File: src/rtl/fetch_ctrl.sv
// fetch_ctrl: instruction-fetch sequencer.
//   Owns the architectural PC. Keeps at most one imem request outstanding,
//   latches the response, and presents it to decode over valid/ready.
//   When a branch/jalr redirect arrives, the sequencer loads the new PC.
//   Any response still in flight at that point is discarded through a kill flag.
// Optional feature macro: FETCH_MISALIGN_TRAP_EN
//   When defined, a misaligned redirect target parks the sequencer in FAULT.
//   In FAULT, fetch_misalign is raised and no requests are issued until an
//   aligned redirect arrives. When undefined, targets are force-aligned.
// Ports:
//   clk, rst             core clock, synchronous active-low reset
//   redirect_valid/target taken branch/jal/jalr and its target PC
//   imem_req_*           fetch request (valid/ready/addr)
//   imem_resp_*          fetch response (valid/data), in order
//   inst_*               decoded-stage handshake (valid/ready/data/pc)
//   pc_now               current fetch PC register
//   fetch_misalign       (feature only) sticky misaligned-target flag
module fetch_ctrl #(
  parameter int              XLEN     = 32,
  parameter logic [XLEN-1:0] RESET_PC = 32'h8000_0000
) (
  input  logic            clk,
  input  logic            rst,
  input  logic            redirect_valid,
  input  logic [XLEN-1:0] redirect_target,
  output logic            imem_req_valid,
  input  logic            imem_req_ready,
  output logic [XLEN-1:0] imem_req_addr,
  input  logic            imem_resp_valid,
  input  logic [31:0]     imem_resp_data,
  output logic            inst_valid,
  input  logic            inst_ready,
  output logic [31:0]     inst_data,
  output logic [XLEN-1:0] inst_pc,
`ifdef FETCH_MISALIGN_TRAP_EN
  output logic            fetch_misalign,
`endif
  output logic [XLEN-1:0] pc_now
);

  localparam logic [2:0] S_BOOT  = 3'd0;
  localparam logic [2:0] S_REQ   = 3'd1;
  localparam logic [2:0] S_WAIT  = 3'd2;
  localparam logic [2:0] S_OUT   = 3'd3;
`ifdef FETCH_MISALIGN_TRAP_EN
  localparam logic [2:0] S_FAULT = 3'd4;
`endif

  logic [2:0]      r_state;
  logic [XLEN-1:0] r_pc;
  logic            r_kill;
  logic [31:0]     r_inst_data;
  logic [XLEN-1:0] r_inst_pc;

  logic            w_hs;
  logic [XLEN-1:0] w_tgt;
  logic [2:0]      w_redir_st;  // where a redirect sends us
  logic [2:0]      w_drain_st;  // where a drained (killed) response sends us

`ifdef FETCH_MISALIGN_TRAP_EN
  logic r_misalign;
  logic w_bad;
  assign w_bad      = |redirect_target[1:0];
  assign w_tgt      = redirect_target;
  assign w_redir_st = w_bad ? S_FAULT : S_REQ;
  assign w_drain_st = r_misalign ? S_FAULT : S_REQ;
  assign fetch_misalign = r_misalign;
`else
  assign w_tgt      = {redirect_target[XLEN-1:2], 2'b00};
  assign w_redir_st = S_REQ;
  assign w_drain_st = S_REQ;
`endif

  assign imem_req_valid = (r_state == S_REQ);
  assign imem_req_addr  = r_pc;
  assign inst_valid     = (r_state == S_OUT);
  assign inst_data      = r_inst_data;
  assign inst_pc        = r_inst_pc;
  assign pc_now         = r_pc;
  assign w_hs           = imem_req_valid & imem_req_ready;

  always_ff @(posedge clk) begin
    if (!rst) begin
      r_state     <= S_BOOT;
      r_pc        <= RESET_PC;
      r_kill      <= 1'b0;
      r_inst_data <= '0;
      r_inst_pc   <= '0;
`ifdef FETCH_MISALIGN_TRAP_EN
      r_misalign  <= 1'b0;
`endif
    end else begin
      // Redirect always wins the PC; the state-specific pc+4 below is
      // only taken when no redirect is present.
      if (redirect_valid) begin
        r_pc <= w_tgt;
`ifdef FETCH_MISALIGN_TRAP_EN
        r_misalign <= w_bad;
`endif
      end
      case (r_state)
        S_BOOT: r_state <= redirect_valid ? w_redir_st : S_REQ;
        S_REQ: begin
          if (w_hs) begin
            // The old address goes out; a same-cycle redirect must discard its response.
            r_state <= S_WAIT;
            r_kill  <= redirect_valid;
          end else if (redirect_valid) begin
            r_state <= w_redir_st;
          end
        end
        S_WAIT: begin
          if (imem_resp_valid) begin
            r_kill <= 1'b0;
            if (redirect_valid) begin
              r_state <= w_redir_st;
            end else if (r_kill) begin
              r_state <= w_drain_st;
            end else begin
              r_inst_data <= imem_resp_data;
              r_inst_pc   <= r_pc;
              r_state     <= S_OUT;
            end
          end else if (redirect_valid) begin
            r_kill <= 1'b1;
          end
        end
        S_OUT: begin
          if (redirect_valid) begin
            r_state <= w_redir_st;
          end else if (inst_ready) begin
            r_pc    <= r_pc + XLEN'(4);
            r_state <= S_REQ;
          end
        end
`ifdef FETCH_MISALIGN_TRAP_EN
        S_FAULT: if (redirect_valid) r_state <= w_redir_st;
`endif
        default: r_state <= S_BOOT;
      endcase
    end
  end

endmodule

File: config.mk
export PLATFORM = sky130hd
export DESIGN_NAME = fetch_ctrl
export DESIGN_NICKNAME = d
export VERILOG_FILES = /design/src/rtl/fetch_ctrl.sv
export SDC_FILE = /design/constraint.sdc
export NUM_CORES = 1
export LEC_CHECK = 0
export ABC_CLOCK_PERIOD_IN_PS = 2450
export CAP_MARGIN = 20
export CORE_MARGIN = 2
export CORE_UTILIZATION = 43
export DETAILED_ROUTE_END_ITERATION = 12
export MAX_ROUTING_LAYER = met4
export PLACE_DENSITY = 0.87
export RECOVER_POWER = 100
export SETUP_SLACK_MARGIN = 0.4
export SYNTH_ARGS = -nofsm -noshare
export SYNTH_HDL_FRONTEND = slang
export SYNTH_SLANG_ARGS = --single-unit
export TNS_END_PERCENT = 20
File: constraint.sdc
create_clock -name clk -period 2.45 [get_ports clk]
set_input_delay 0.735 -clock clk [delete_from_list [all_inputs] [get_ports clk]]
set_output_delay 0.735 -clock clk [all_outputs]
set_load 0.01 [all_outputs]
After elaboration in Yosys (flattened, before gate mapping)
Cells that the tools add are included.
{"block": "totals", "wordCells": 38, "latchBits": 0, "romBits": 0, "regBits": 100, "memories": 0, "ramBits": 0, "output_inout_bits": 130}
{"block": "op_classes", "n_bitwise": 3, "order_cmp": 0, "n_mul": 0, "add_sub_neg": 1, "reduce_logical": 5, "n_eq_ne": 8, "n_mux": 16, "shift": 0, "div": 0}
{"cell": "32-bit 2-to-1 mux", "count": 4}
{"cell": "32-bit by 3-bit adder with 32-bit output (second input constant)", "count": 1}
{"cell": "3-bit 2-to-1 mux", "count": 5}
{"cell": "3-bit case mux with 4 select lines", "count": 1}
{"cell": "3-bit by 2-bit equality test with 1-bit output (second input constant)", "count": 2}
{"cell": "3-bit by 2-bit != test with 1-bit output (second input constant)", "count": 2}
{"cell": "3-bit AND reduction", "count": 2}
{"cell": "2-bit 2-to-1 mux", "count": 2}
{"cell": "4-bit AND reduction", "count": 1}
{"cell": "3-bit by 1-bit equality test with 1-bit output (second input constant)", "count": 1}
{"cell": "3-bit logical NOT", "count": 1}
{"cell": "1-bit 2-to-1 mux", "count": 3}
{"cell": "3-bit != test (second input constant)", "count": 1}
{"cell": "2-bit by 1-bit != test with 1-bit output (second input constant)", "count": 1}
{"cell": "2-bit != test (second input constant)", "count": 1}
{"cell": "1-bit NOT", "count": 2}
{"cell": "1-bit case mux with 2 select lines", "count": 1}
{"cell": "2-bit nonzero test", "count": 1}
{"cell": "1-bit AND", "count": 1}

Logic depth before layout (Yosys ltp)
Gate-level depths: netlist of the first run.
{"block": "logic_depth", "ltp_word": 4, "ltp_mapped": 7, "ltp_nobuf": 5}

Worst setup path after synthesis of the first run
Ideal clock, no wire load.
{"block": "synth_timing", "kind": "input -> register", "from": "in redirect_valid", "to": "reg r_pc[19] (netlist: imem_req_addr[19])", "path_stages": 4, "setup_slack_ps": 531, "required_ps": 2330, "arrival_ps": 1799, "setup_ps": 120, "path_cell_list": "and4b_1 > nand3_1 > o311a_1 > o31a_1"}
{"block": "synth_between", "elab_chain_cells": 4}
{"element": "start: declaration", "line": "24", "text": "input logic redirect_valid,"}
{"element": "32-bit 2-to-1 mux", "line": "95", "text": "if (redirect_valid) begin"}
{"element": "32-bit 2-to-1 mux", "line": "131", "text": "end else if (inst_ready) begin"}
{"element": "32-bit 2-to-1 mux", "line": "129", "text": "if (redirect_valid) begin"}
{"element": "32-bit 2-to-1 mux (*)", "line": "101", "text": "case (r_state)"}
{"element": "end signal: assignment", "line": "96", "text": "r_pc <= w_tgt;"}
{"element": "end signal: assignment", "line": "132", "text": "r_pc <= r_pc + XLEN'(4);"}
{"element": "end: declaration", "line": "50", "text": "logic [XLEN-1:0] r_pc;"}
Every way passes the cells marked *; elsewhere a longest branch is shown, timed or not.
A chain may end at the register's enable or synchronous reset.

Final worst setup path of the first run
{"block": "layout_timing", "from": "reg r_pc[11] (netlist: imem_req_addr[11])", "to": "out pc_now[11]"}
{"element": "end: declaration", "line": "38", "text": "output logic [XLEN-1:0] pc_now"}
No word-level cell between the ends.

==> results of run 1 <==
## registers in the layout, summed over array words and instances, names as in the netlist
name           flops
imem_req_addr     32
inst_data         32
inst_pc           32
r_kill             1
r_state            2
## cell type report
type                       count  share of cell area
inverter                       8            0.004397
clock buffer                  11             0.02070
clock inverter                 4             0.01081
tap                          140             0.02565
multi-input combinational    416              0.3283
sequential                    99              0.2952
timing repair buffer         223              0.3150
## timing repair
item                                    4_1_cts  5_1_grt
gates cloned                                  0        0
endpoints found under the setup margin      103      128
gates resized for setup                      42       51
hold endpoints to repair                      0        0
pin swaps                                     0        1
buffers inserted                              1        0
## metrics by stage
stage / setup slack [ns] / utilization / hold WS (ns)
2_1_floorplan: 0.5314 / - / 0.4805
3_5_place_dp: -0.04658 / 0.6155 / 0.4472
6_report: 0.1872 / 0.6355 / 0.4548
4_1_cts: 0.2222 / 0.6380 / 0.4611
5_1_grt: 0.1293 / 0.6355 / 0.4727
3_3_place_gp: 0.01829 / 0.6155 / 0.4409
## per-layer routing
| metal | global-route usage | vias up | wire (um) |
|---|---|---|---|
| met5 | - | - | 0 |
| met4 | 0.05861 | 0 | 148 |
| met3 | 0.05124 | 19 | 1340 |
| met2 | 0.4254 | 235 | 7493 |
| met1 | 0.3001 | 2317 | 5957 |
| li1 | - | 2400 | - |
## kinds of logic after synthesis
kind of cell,Yosys count,synth area share
AO/OA/AOI/OAI,143,0.1853
XOR/XNOR,2,0.003728
adder cells (fa/ha/maj),1,0.002662
buffers and inverters,83,0.1025
flip-flops,99,0.4217
multiplexers,11,0.02476
AND/OR/NAND/NOR,259,0.2593
## cells in the final DEF, fill, tap and decap left out, types with 4 or more instances in the layout
cell type	instances
nor2_1	18
buf_4	18
clkbuf_1	7
mux2i_1	6
dfxtp_4	9
clkdlybuf4s50_1	65
a31oi_1	6
mux2_2	5
dfxtp_1	90
nand3_1	18
nand2_1	152
and2_1	6
a21oi_1	78
inv_1	8
a32oi_1	4
nand4_1	12
clkdlybuf4s25_1	17
clkbuf_8	10
nor4_1	10
and3_1	5
dlygate4sd2_1	19
dlymetal6s2s_1	6
dlygate4sd3_1	88
nor3_1	8
o21ai_0	17
and4_1	5
## report_power, final
part	internal, mW	total (mW)	switching [mW]
Sequential	1.65	1.73	0.0765
Combinational	0.256	0.466	0.211
Clock	0.601	1.15	0.552
## worst paths after layout
path | from | to | cells past startpoint
min | inst_pc[11]$_SDFFE_PN0P_ | inst_pc[11]$_SDFFE_PN0P_ | 2
max | imem_req_addr[11]$_SDFF_PN0_ | pc_now[11] | 1
min reg2reg | inst_pc[11]$_SDFFE_PN0P_ | inst_pc[11]$_SDFFE_PN0P_ | 2
max reg2reg | imem_req_addr[6]$_SDFF_PN0_ | imem_req_addr[30]$_SDFF_PN0_ | 5
==> impl_metrics.tcl, run 1 <==
set metrics [dict create \
    numCtsBuffers 9 \
    syn_nets 669 \
    start_util 0.4374 \
    final_area_um2 6829 \
    place_inst 885 \
    cp_slowest_cell "dlygate4sd3_1" \
    die_w_um 108.5 \
    grt_pass1_wl_mm 22.71 \
    synth.most_common_cell "nand2_1" \
    ctsHoldBuffers 0 \
    finalPower_mw 3.345 \
    vias 4971 \
    cts_root_buf "clkbuf_8" \
    hp-class "register to register" \
    dieArea_um2 11780 \
    drt_first_pass_iters 6 \
    synth.area.top_cells "dfxtp_1 (42%), nand2_1 (12%), a21oi_1 (8.3%), buf_4 (5.8%), nand3_1 (2.0%)" \
    clk_pin_slew_worst_paths_ns 0.09 \
    status "completed" \
    critPathMaxFanout 9 \
    core_area_um2 10750 \
    grt_max_degree 45 \
    yosysTopAreaCell "dfxtp_1" \
    p_per_area_nw_per_um2 489.9 \
    path_cells "dlygate4sd3_1" \
    avgSynthCellArea_um2 7.859 \
    detail_route.iter0.violations 419 \
    ant_nets 0 \
    max_stage_delay_ns 0.66 \
    async_flop_share 0 \
    hold_viol 0 \
    grt_use_total 0.2485 \
    post_dp_cell_area_um2 6614 \
    critPathTopFamily "buffers and inverters" \
    portBuffers 197 \
    tns_ns 0 \
    layoutNonFillerInstCount 901 \
    seq_area_frac_synth 0.4217 \
    cellLeakagePower_nw 2.734 \
    start_kind "register" \
    seqCellArea_um2 2016 \
    ys.warnings.count 0 \
    setup_viol 0 \
    rows 38 \
    synth_ff_type "dfxtp_1" \
    finalCritPeriodShare 0.9236 \
    place_congestion 0.8913 \
    fin_skew_ns 0.008159 \
    nets 828 \
    cp_data_arrival_time_ns 1.53 \
    layout_min_cycle_time_ns 2.263 \
    die-height_um 108.5 \
    drive_gt1_frac 0.07753 \
    netlist_instances 598 \
    synth_seq_cells 99 \
    clk_latency_ns 0.36 \
    antenna_found_initial 0 \
    cts.htree.levels 3 \
    clockBufferDepth 2 \
    wl_per_cell_um 16.58 \
    synth_area_um2 4700 \
    fillers 945 \
    overflow 0 \
    critPathKind "register to output port" \
    drc 0 \
    synth_top_area_share 0.4217 \
    vdd_drop_max_v 0.0003224 \
    rrSetupSlack_ns 0.29 \
    grt_pass1_vias 4568 \
    synthDistinctLibCells 58 \
    synthTopCellsByCount "nand2_1 (152), dfxtp_1 (99), a21oi_1 (78)" \
    required_ns 1.71 \
    maxSlewHeadroom 0.4475 \
    drt_wl_total_mm 14.94 \
    viasPerCell 5.517 \
    clock-sinks 99 \
    dpl.hpwl_mm 10.79 \
    synth-edff-count 0 \
    io_pins 200 \
    antenna-diode-count 0 \
    cts_tree "yes" \
    tightest_slew_ns 0.8287 \
    drv_cap 0 \
    slew_violations 0 \
    critical_path_buf_inv_count 1 \
    end_kind "output port" \
    syn_to_final_growth_pct 45.31 \
    grt_setup_unrepaired "yes" \
    multi_input_area_um2 2242 \
    max_clock_freq_mhz 441.9 \
]
No activity file was read; power rests on OpenSTA's default activity.
==> run 2: changes to the inputs <==
--- a/config.mk
+++ b/config.mk
@@ -12,7 +12,7 @@
 export DETAILED_ROUTE_END_ITERATION = 12
 export MAX_ROUTING_LAYER = met4
 export PLACE_DENSITY = 0.87
-export RECOVER_POWER = 100
+export RECOVER_POWER = 50
 export SETUP_SLACK_MARGIN = 0.4
 export SYNTH_ARGS = -nofsm -noshare
 export SYNTH_HDL_FRONTEND = slang
==> constraint.sdc (replaced) <==
create_clock -name clk -period 2.45 [get_ports clk]
set_input_delay 0.735 -clock clk [delete_from_list [all_inputs] [get_ports clk]]
set_output_delay 0.735 -clock clk [all_outputs]
set_load 0.02 [all_outputs]
==> run 2 against run 1 <==
Net effect:
- via count is 0.34% higher
- routed wire length is 0.19% higher
- first-iteration DRC count is 0.24% higher
- fmax is 0.63% lower
- combinational power is 4.7% higher
==> impl_metrics.tcl, run 2 (synthesis gave the netlist of run 1 again) <==
set metrics [dict create \
    status "completed" \
    nets 825 \
    path_cells "clkdlybuf4s50_1" \
    core_area_um2 10750 \
    fillers 1007 \
    drt_first_pass_iters 5 \
    maxSlewHeadroom 0.5324 \
    layout_common_cells "nand2_1 (153), clkdlybuf4s50_1 (133), dfxtp_1 (91)" \
    seqCellArea_um2 1992 \
    tightest_slew_ns 0.7006 \
    hold_viol 0 \
    wl_per_cell_um 16.67 \
    layout_min_cycle_time_ns 2.277 \
    end_kind "output port" \
    slew_violations 0 \
    syn_to_final_growth_pct 38.63 \
    cts.htree.levels 3 \
    clk_pin_slew_worst_paths_ns 0.10 \
    grt_use_total 0.2495 \
    critPathKind "register to output port" \
    max_clock_freq_mhz 439.1 \
    drive_gt1_frac 0.07520 \
    start_kind "register" \
    tns_ns 0 \
    grt_max_degree 45 \
    vias 4988 \
    clock-sinks 99 \
    portBuffers 197 \
    io_pins 200 \
    numCtsBuffers 9 \
    fin_ws_ns 0.1728 \
    finalPower_mw 3.166 \
    drt_wl_total_mm 14.97 \
    cellLeakagePower_nw 2.287 \
    hp-class "register to register" \
    layout.cells.most_common "nand2_1" \
    cp_data_arrival_time_ns 1.54 \
    setup_viol 0 \
    start_util 0.4374 \
    multi_input_area_um2 2240 \
    die-height_um 108.5 \
    critPathTopFamily "buffers and inverters" \
    cts_tree "yes" \
    antenna-diode-count 0 \
    max_stage_delay_ns 0.67 \
    viasPerCell 5.555 \
    antenna_found_initial 0 \
    rows 38 \
    critPathMaxFanout 8 \
    clockBufferDepth 2 \
    vdd_drop_max_v 0.0002711 \
    detail_route.iter0.violations 420 \
    fin_util 0.6063 \
    die_w_um 108.5 \
    finalCritPeriodShare 0.9294 \
    grt_setup_unrepaired "yes" \
    required_ns 1.71 \
    dpl.hpwl_mm 10.78 \
    fin_skew_ns 0.01273 \
    cp_slowest_cell "clkdlybuf4s50_1" \
    dieArea_um2 11780 \
    grt_pass1_vias 4725 \
    place_congestion 0.9259 \
    ant_nets 0 \
    overflow 0 \
    drv_cap 0 \
    clk_latency_ns 0.36 \
    grt_pass1_wl_mm 22.86 \
    critical_path_buf_inv_count 1 \
    p_per_area_nw_per_um2 486.0 \
    cts_root_buf "clkbuf_8" \
    drc 0 \
    dp_slack_ns 0.008789 \
]
[run 2: worst paths after layout]
kind                                      from                           end  slack, ns  depth (start not counted)
hold / removal        inst_pc[20]$_SDFFE_PN0P_      inst_pc[20]$_SDFFE_PN0P_       0.46                          2
hold reg to reg       inst_pc[20]$_SDFFE_PN0P_      inst_pc[20]$_SDFFE_PN0P_       0.46                          2
setup / recovery  imem_req_addr[10]$_SDFF_PN0_             imem_req_addr[10]       0.17                          1
setup reg to reg   imem_req_addr[7]$_SDFF_PN0_  imem_req_addr[19]$_SDFF_PN0_       0.40                          4
[run 2: cell type report]
type / count / share of cell area
Multi-Input combinational cell: 416 / 0.3438
Sequential cell: 99 / 0.3057
Inverter: 8 / 0.004609
Timing Repair Buffer: 220 / 0.2936
Clock buffer: 10 / 0.01959
Tap cell: 140 / 0.02689
Clock inverter: 5 / 0.005761
[run 2: per-layer routing]
metal	wire length (um)	global-route usage
met5	0	-
met4	214	0.09066
met3	1261	0.04702
met2	7475	0.4246
met1	6017	0.2934
[run 2: where the power goes]
group	total, mW	leakage [nW]	internal (mW)	switching, mW
registers	1.74	0.807	1.65	0.0838
clock network	0.940	0.0792	0.370	0.570
logic	0.488	1.40	0.228	0.260
total	3.17	2.29	2.25	0.913
[run 2: repair_timing]
item / 4_1_cts / 5_1_grt
gates cloned: 0 / 0
gates resized for setup: 39 / 44
endpoints found under the setup margin: 125 / 177
hold buffers: 0 / 0
setup buffers: 0 / 0
[run 2: metrics by stage]
step / cell area, um^2 / std cells / hold slack (ns)
after global routing: 6515 / 898 / 0.4742
after detailed placement: 6599 / 883 / 0.4467
after global placement: 6599 / 883 / 0.4407
after floorplan: 4700 / 598 / 0.5345
after CTS: 6750 / 898 / 0.4610
final: 6515 / 898 / 0.4554
[run 2: tightest hold or removal path, stage by stage (launching register included)]
cell     delay (ns)
dfxtp_1        0.31
nand2_1        0.05
a21oi_1        0.05
==> run 3: changes to the inputs <==
--- a/config.mk
+++ b/config.mk
@@ -14,6 +14,7 @@
 export PLACE_DENSITY = 0.87
 export RECOVER_POWER = 50
 export SETUP_SLACK_MARGIN = 0.4
+export SLEW_MARGIN = 5
 export SYNTH_ARGS = -nofsm -noshare
 export SYNTH_HDL_FRONTEND = slang
 export SYNTH_SLANG_ARGS = --single-unit
==> results of run 3 <==
Final layout, timing and power as in run 2 (identical DEF).
